===== src/rtl/rom_arb_pkg.sv =====
// Shared constants and types for the program ROM arbiter.
package rom_arb_pkg;

  localparam int unsigned ADDR_W = 10;
  localparam int unsigned DATA_W = 18;

  typedef enum logic {ARB, LOCK} arb_state_t;
  typedef enum logic {OWN_FETCH, OWN_DBG} owner_t;

endpackage


===== src/rtl/prog_rom_arbiter_if.sv =====
// Requester/ROM signal bundle; slave = arbiter side, master = fetch/debug/ROM side.
interface prog_rom_arbiter_if #(
  parameter int unsigned ADDR_W = rom_arb_pkg::ADDR_W,
  parameter int unsigned DATA_W = rom_arb_pkg::DATA_W
);
  logic              FETCH_REQ;
  logic [ADDR_W-1:0] FETCH_ADDR;
  logic              FETCH_GNT;
  logic              FETCH_VALID;
  logic [DATA_W-1:0] FETCH_RDATA;
  logic              DBG_REQ;
  logic [ADDR_W-1:0] DBG_ADDR;
  logic              DBG_LOCK;
  logic              DBG_GNT;
  logic              DBG_VALID;
  logic [DATA_W-1:0] DBG_RDATA;
  logic [ADDR_W-1:0] ROM_ADDR;
  logic [DATA_W-1:0] ROM_DATA;

  modport slave (
    input  FETCH_REQ, FETCH_ADDR, DBG_REQ, DBG_ADDR, DBG_LOCK, ROM_DATA,
    output FETCH_GNT, FETCH_VALID, FETCH_RDATA,
    output DBG_GNT, DBG_VALID, DBG_RDATA, ROM_ADDR
  );

  modport master (
    output FETCH_REQ, FETCH_ADDR, DBG_REQ, DBG_ADDR, DBG_LOCK, ROM_DATA,
    input  FETCH_GNT, FETCH_VALID, FETCH_RDATA,
    input  DBG_GNT, DBG_VALID, DBG_RDATA, ROM_ADDR
  );
endinterface


===== src/rtl/rom_arb_resp_pipe.sv =====
// Owner tag stage tracking each in-flight ROM read, plus per-requester
// registered read data and one-cycle valid pulses.
module rom_arb_resp_pipe
  import rom_arb_pkg::*;
#(
  parameter int unsigned DATA_W = rom_arb_pkg::DATA_W
) (
  input  logic              CLK,
  input  logic              RST_N,
  input  logic              acc_i,
  input  owner_t            owner_i,
  input  logic [DATA_W-1:0] rom_data_i,
  output logic              fetch_valid_o,
  output logic [DATA_W-1:0] fetch_rdata_o,
  output logic              dbg_valid_o,
  output logic [DATA_W-1:0] dbg_rdata_o
);

  logic              s1_vld_q;
  owner_t            s1_own_q;
  logic              fetch_valid_q;
  logic [DATA_W-1:0] fetch_rdata_q;
  logic              dbg_valid_q;
  logic [DATA_W-1:0] dbg_rdata_q;

  always_ff @(posedge CLK or negedge RST_N) begin
    if (!RST_N) begin
      s1_vld_q      <= 1'b0;
      s1_own_q      <= OWN_FETCH;
      fetch_valid_q <= 1'b0;
      fetch_rdata_q <= '0;
      dbg_valid_q   <= 1'b0;
      dbg_rdata_q   <= '0;
    end else begin
      s1_vld_q      <= acc_i;
      s1_own_q      <= owner_i;
      fetch_valid_q <= s1_vld_q && (s1_own_q == OWN_FETCH);
      dbg_valid_q   <= s1_vld_q && (s1_own_q == OWN_DBG);
      // ROM output is only captured by the requester that owns this read
      if (s1_vld_q && (s1_own_q == OWN_FETCH)) fetch_rdata_q <= rom_data_i;
      if (s1_vld_q && (s1_own_q == OWN_DBG))   dbg_rdata_q   <= rom_data_i;
    end
  end

  assign fetch_valid_o = fetch_valid_q;
  assign fetch_rdata_o = fetch_rdata_q;
  assign dbg_valid_o   = dbg_valid_q;
  assign dbg_rdata_o   = dbg_rdata_q;

endmodule


===== src/rtl/prog_rom_arbiter.sv =====
// Shares the synchronous-read program ROM between MCU fetch and debug reads.
// Optional DBG anti-starvation: define ROM_ARB_FAIRNESS_EN.
module prog_rom_arbiter
  import rom_arb_pkg::*;
#(
  parameter int unsigned ADDR_W   = rom_arb_pkg::ADDR_W,
  parameter int unsigned DATA_W   = rom_arb_pkg::DATA_W,
  parameter int unsigned MAX_WAIT = 8
) (
  input logic              CLK,
  input logic              RST_N,
  prog_rom_arbiter_if.slave bus
);

  arb_state_t state_q;
  logic       lock_hold;
  logic       force_dbg;
  logic       fetch_gnt;
  logic       dbg_gnt;

`ifdef ROM_ARB_FAIRNESS_EN
  localparam logic [3:0] WAIT_LIM = 4'(MAX_WAIT);
  logic [3:0] wait_q;

  always_ff @(posedge CLK or negedge RST_N) begin
    if (!RST_N)                         wait_q <= '0;
    else if (!bus.DBG_REQ || dbg_gnt)   wait_q <= '0;
    else                                wait_q <= wait_q + 4'd1;
  end

  assign force_dbg = (wait_q == WAIT_LIM);
`else
  assign force_dbg = 1'b0;
`endif

  // Lock is released in the same cycle DBG_LOCK drops, so that cycle arbitrates normally
  always_comb begin
    lock_hold = (state_q == LOCK) && bus.DBG_LOCK;
    dbg_gnt   = RST_N && bus.DBG_REQ && (lock_hold || force_dbg || !bus.FETCH_REQ);
    fetch_gnt = RST_N && bus.FETCH_REQ && !lock_hold && !dbg_gnt;
  end

  always_ff @(posedge CLK or negedge RST_N) begin
    if (!RST_N) begin
      state_q <= ARB;
    end else begin
      case (state_q)
        ARB:     if (dbg_gnt && bus.DBG_LOCK) state_q <= LOCK;
        LOCK:    if (!bus.DBG_LOCK)           state_q <= ARB;
        default:                              state_q <= ARB;
      endcase
    end
  end

  assign bus.FETCH_GNT = fetch_gnt;
  assign bus.DBG_GNT   = dbg_gnt;
  assign bus.ROM_ADDR  = dbg_gnt ? bus.DBG_ADDR : bus.FETCH_ADDR;

  rom_arb_resp_pipe #(
    .DATA_W (DATA_W)
  ) u_resp_pipe (
    .CLK           (CLK),
    .RST_N         (RST_N),
    .acc_i         (fetch_gnt || dbg_gnt),
    .owner_i       (dbg_gnt ? OWN_DBG : OWN_FETCH),
    .rom_data_i    (bus.ROM_DATA),
    .fetch_valid_o (bus.FETCH_VALID),
    .fetch_rdata_o (bus.FETCH_RDATA),
    .dbg_valid_o   (bus.DBG_VALID),
    .dbg_rdata_o   (bus.DBG_RDATA)
  );

endmodule


===== src/flat_wrapper.sv =====
// flat-port wrapper written by rule: the top's interface ports become plain ports
module prog_rom_arbiter_flat import rom_arb_pkg::*;
#(
  parameter int unsigned ADDR_W   = rom_arb_pkg::ADDR_W,
  parameter int unsigned DATA_W   = rom_arb_pkg::DATA_W,
  parameter int unsigned MAX_WAIT = 8
)
  (CLK, RST_N, bus_FETCH_REQ, bus_FETCH_ADDR, bus_DBG_REQ, bus_DBG_ADDR, bus_DBG_LOCK, bus_ROM_DATA, bus_FETCH_GNT, bus_FETCH_VALID, bus_FETCH_RDATA, bus_DBG_GNT, bus_DBG_VALID, bus_DBG_RDATA, bus_ROM_ADDR);
  prog_rom_arbiter_if #(.ADDR_W(ADDR_W), .DATA_W(DATA_W)) bus_i ();
  input logic CLK;
  input logic RST_N;
  input wire logic [$bits(bus_i.FETCH_REQ)-1:0] bus_FETCH_REQ;
  input wire logic [$bits(bus_i.FETCH_ADDR)-1:0] bus_FETCH_ADDR;
  input wire logic [$bits(bus_i.DBG_REQ)-1:0] bus_DBG_REQ;
  input wire logic [$bits(bus_i.DBG_ADDR)-1:0] bus_DBG_ADDR;
  input wire logic [$bits(bus_i.DBG_LOCK)-1:0] bus_DBG_LOCK;
  input wire logic [$bits(bus_i.ROM_DATA)-1:0] bus_ROM_DATA;
  output wire logic [$bits(bus_i.FETCH_GNT)-1:0] bus_FETCH_GNT;
  output wire logic [$bits(bus_i.FETCH_VALID)-1:0] bus_FETCH_VALID;
  output wire logic [$bits(bus_i.FETCH_RDATA)-1:0] bus_FETCH_RDATA;
  output wire logic [$bits(bus_i.DBG_GNT)-1:0] bus_DBG_GNT;
  output wire logic [$bits(bus_i.DBG_VALID)-1:0] bus_DBG_VALID;
  output wire logic [$bits(bus_i.DBG_RDATA)-1:0] bus_DBG_RDATA;
  output wire logic [$bits(bus_i.ROM_ADDR)-1:0] bus_ROM_ADDR;
  assign bus_i.FETCH_REQ = bus_FETCH_REQ;
  assign bus_i.FETCH_ADDR = bus_FETCH_ADDR;
  assign bus_i.DBG_REQ = bus_DBG_REQ;
  assign bus_i.DBG_ADDR = bus_DBG_ADDR;
  assign bus_i.DBG_LOCK = bus_DBG_LOCK;
  assign bus_i.ROM_DATA = bus_ROM_DATA;
  assign bus_FETCH_GNT = bus_i.FETCH_GNT;
  assign bus_FETCH_VALID = bus_i.FETCH_VALID;
  assign bus_FETCH_RDATA = bus_i.FETCH_RDATA;
  assign bus_DBG_GNT = bus_i.DBG_GNT;
  assign bus_DBG_VALID = bus_i.DBG_VALID;
  assign bus_DBG_RDATA = bus_i.DBG_RDATA;
  assign bus_ROM_ADDR = bus_i.ROM_ADDR;
  prog_rom_arbiter #(.ADDR_W(ADDR_W), .DATA_W(DATA_W), .MAX_WAIT(MAX_WAIT)) u_core (.CLK(CLK), .RST_N(RST_N), .bus(bus_i));
endmodule

===== config.mk =====
export PLATFORM = sky130hd
export DESIGN_NAME = prog_rom_arbiter_flat
export DESIGN_NICKNAME = d
export VERILOG_FILES = /design/src/rtl/rom_arb_pkg.sv /design/src/rtl/prog_rom_arbiter_if.sv /design/src/rtl/rom_arb_resp_pipe.sv /design/src/rtl/prog_rom_arbiter.sv /design/src/flat_wrapper.sv
export SDC_FILE = /design/constraint.sdc
export NUM_CORES = 1
export LEC_CHECK = 0
export CORE_ASPECT_RATIO = 0.8
export CORE_UTILIZATION = 34
export DETAILED_ROUTE_END_ITERATION = 7
export PLACE_DENSITY = 0.79
export SYNTH_ARGS = -nofsm -noshare
export SYNTH_HDL_FRONTEND = slang
export SYNTH_SLANG_ARGS = --single-unit
export TNS_END_PERCENT = 30

===== constraint.sdc =====
create_clock -name CLK -period 1.1 [get_ports CLK]
set_input_delay 0.11 -clock CLK [delete_from_list [all_inputs] [get_ports CLK]]
set_output_delay 0.11 -clock CLK [all_outputs]
set_load 0.01 [all_outputs]

==> metrics.md <==
| Metric | Value |
|---|---|
| Status | `finished with violations` |
| Failing checks | `setup timing` |
| Antenna violations before repair | `0` |
| Diode count | `0` |
| Worst setup SP type | `flip-flop` |
| Synth Area per Inst | `approximately 16 µm²` |
| Main synth FF type | `dfrtp_1` |
| Clk_lat worst skew | `0.28 ns` |
| Die Y | `between 60 and 70 µm` |
| VDD IR max | `approximately 0.73 mV` |
| Slew Viols, Final | `0` |
| Vias/cell | `around 4.7` |
| Layout Utilization | `63.37%` |
| Number of synthesized register bits | `41` |
| Congestion Overflow GR | `0` |
| Num ports | `93` |
| Critical path class | `reg2out` |
| Routed wire length | `about 4400 µm` |
| Clock sink count | `41` |
| Vias | `roughly 1,300` |
| Longest Clk Path Bufs | `2` |
| H-tree levels | `2` |
| Initial Util | `approximately 36%` |
| Peak per-stage delay on the critical path | `approximately 0.40 ns` |
| WP buf/inv | `2` |
| Die area | `5229 µm²` |
| GRT Overall Usage | `between 10% and 20%` |
| Tot Pwr | `~4300 µW` |
| Num rows | `22` |
| Half-perimeter wire length after placement | `~3000 µm` |
| CP dominant cell by count | `buf_6` |
| Cell Area, Synth | `~1700 µm²` |
| Fillcell total | `around 360` |
| Area of the core | `about 4700 µm²` |
| Crit path capture type | `output pin` |
| Net count, final | `253` |
| Post-synthesis cell type count | `13` |
| Leakage power | `around 0.0014 µW` |
| Critical path's top delay family | `flip-flops` |
| Starting DRC count in detailed routing | `35` |
| Final worst-path cycle share | `146.5%` |
| Fraction of layout cells with a size suffix above 1 | `40.19%` |
| Share of the synthesized area in the top cell type | `between 60% and 70%` |
| Vias in the first global route | `1,492` |
| Largest area contributor in the netlist | `dfrtp_1` |
| Largest net degree at the start of global routing | `42` |
| DR DRC count | `0` |
| Hold Vio Cnt, Final | `0` |
| Max_cap viols | `0` |
| Worst EP required | `slightly below 1 ns` |
| Unrepaired setup endpoints after global routing | `true` |
| Syn nets | `145` |
| IO Port Bufs | `just over 90` |
| Clock slew at reported path FFs | `around 0.070 ns` |
| Post-Syn Instances | `just over 100` |
| Die width | `between 80 and 90 µm` |
| Multi-input gate area in the final layout | `approximately 730 µm²` |
| CTS root buf | `clkbuf_8` |
| Max Clk Rate | `just over 600 MHz` |
| Post-synth EDFFs | `0` |
| TritonCTS Buffers | `5` |
| Critical Path Fanout Max | `6` |
| Post-DRT Antenna Nets | `0` |
| Pwr/cell area | `1438 nW/µm²` |
| GP Congestion | `about 0.8` |
| Arrival time worst endpoint | `around 1.5 ns` |
| Slowest CP cell | `dfrtp_1` |
| Post-route setup slack | `-0.5116 ns` |
| CTS tree | `yes` |
| CP Cell Sequence | `a21boi_2 > nor2_2 > buf_6 > mux2_4 > buf_6` |
| Seq/Total Area, Yosys | `61.06%` |
| Top post-synthesis cells by count | `dfrtp_1 (41), mux2_2 (37), mux2_4 (9)` |
| Endpoints failing setup | `48` |
| Sequential cell area | `~1000 µm²` |
| Clk_skew | `between 0.002 and 0.0025 ns` |
| Cts hold-fix bufs | `0` |
| First drt pass iteration count | `3` |
| Worst slew margin | `between 60 and 70%` |
| Min Hold Slack | `0.01600 ns` |
| Area Overhead vs Synth | `76.47%` |
| Area contributors post-synth | `dfrtp_1 (61%), mux2_2 (25%), mux2_4 (8.0%)` |
| Min-delay worst type | `in2async` |
| Slew @ Worst Pin | `approximately 0.5 ns` |
| Most common cell in the netlist | `dfrtp_1` |
| Post-synth ARST share | `between 90% and 100%` |
| Fin crit period | `roughly 1.6 ns` |
| Synth warnings | `0` |
| Wire per inst | `roughly 16 µm` |
| First-pass GRT wire length | `~7000 µm` |
==> through the flow <==
stage               area [µm²]  std cells  setup WS [ns]  TNS, ns
floorplan                 1680        102        -0.1158   -2.603
global placement          2714        258        -0.8162   -10.67
detailed placement        2714        258        -0.8516   -11.36
CTS                       2848        271        -0.5662   -8.389
global route              2965        269        -0.5780   -10.31
finish                    2965        269        -0.5116   -8.418
==> path summary, 6_finish.rpt <==
path | startpoint | to | slack, ns | depth (start not counted)
min in group CLK | RST_N | u_core.u_resp_pipe.s1_vld_q$_DFF_PN0_ | 0.17 | 4
worst min register to register | u_core.u_resp_pipe.dbg_rdata_o[9]$_DFFE_PN0P_ | u_core.u_resp_pipe.dbg_rdata_o[9]$_DFFE_PN0P_ | 0.50 | 1
max in group asynchronous | RST_N | u_core.u_resp_pipe.fetch_rdata_o[14]$_DFFE_PN0P_ | 0.74 | 3
worst min-delay path | RST_N | u_core.state_q$_DFF_PN0_ | 0.02 | 3
worst max register to register | u_core.u_resp_pipe.s1_own_q$_DFF_PN0_ | u_core.u_resp_pipe.fetch_rdata_o[0]$_DFFE_PN0P_ | -0.15 | 3
worst max-delay path | u_core.state_q$_DFF_PN0_ | bus_ROM_ADDR[5] | -0.51 | 5
==> worst register-to-register path, stage by stage (launching register included) <==
cell	delay (ns)
dfrtp_1	0.43
nor2b_4	0.21
clkbuf_16	0.20
mux2_4	0.30
==> where the power goes <==
group	internal, µW	total (µW)	leakage (µW)	switching, µW
Combinational	917	1430	0.000914	516
Sequential	1800	1950	0.000486	151
Clock	417	881	0.0000399	464
==> final cells by class <==
cell class	instances	area share (%)
Clock buffer	5	2.321
Clock inverter	1	0.1688
Inverter	2	0.2532
Multi-Input combinational cell	55	24.68
Sequential cell	41	34.60
Tap cell	60	2.532
Timing Repair Buffer	105	35.44
==> logic make-up after synthesis <==
logic type / Yosys count / synth area share, %
compound gates: 2 / 1.117
flops: 41 / 61.06
simple gates: 7 / 1.862
mux: 46 / 32.84
buf+inv: 6 / 3.127
==> registers in the layout, indices dropped and copies added (netlist names) <==
signal                            flops
u_core.u_resp_pipe.s1_vld_q           1
u_core.u_resp_pipe.s1_own_q           1
u_core.u_resp_pipe.dbg_rdata_o       18
u_core.u_resp_pipe.fetch_valid_o      1
u_core.u_resp_pipe.fetch_rdata_o     18
u_core.state_q                        1
u_core.u_resp_pipe.dbg_valid_o        1
==> layer usage <==
| layer | routed length [µm] | GRT usage [%] | up-vias | share of wire [%] |
|---|---|---|---|---|
| li1 | - | - | 567 | - |
| met1 | 1805 | 19.73 | 629 | 41 |
| met2 | 2239 | 33.05 | 65 | 51 |
| met3 | 292 | 4.225 | 5 | 6.7 |
| met4 | 42 | 5.357 | 0 | 0.96 |
| met5 | 0 | 0 | - | 0 |
==> layout by cell type, fill, tap and decap left out, drive strengths merged <==
master / synthesis / final
inv: 2 / 2
clkdlybuf4s15: 0 / 10
o21a: 1 / 1
clkinv: 0 / 1
clkdlybuf4s50: 0 / 41
clkbuf: 0 / 6
mux2: 46 / 46
nor2: 2 / 2
buf: 4 / 25
dfrtp: 41 / 41
a21boi: 1 / 1
dlygate4sd2: 0 / 28
nor2b: 1 / 1
nand2: 4 / 4
==> timing repair <==
action / CTS / global route
pin swaps: 2 / 3
setup buffers: 6 / 1
cloned: 1 / 1
gates resized for setup: 111 / 41
endpoints found under the setup margin: 75 / 59
(Power assumes the default switching activity.)
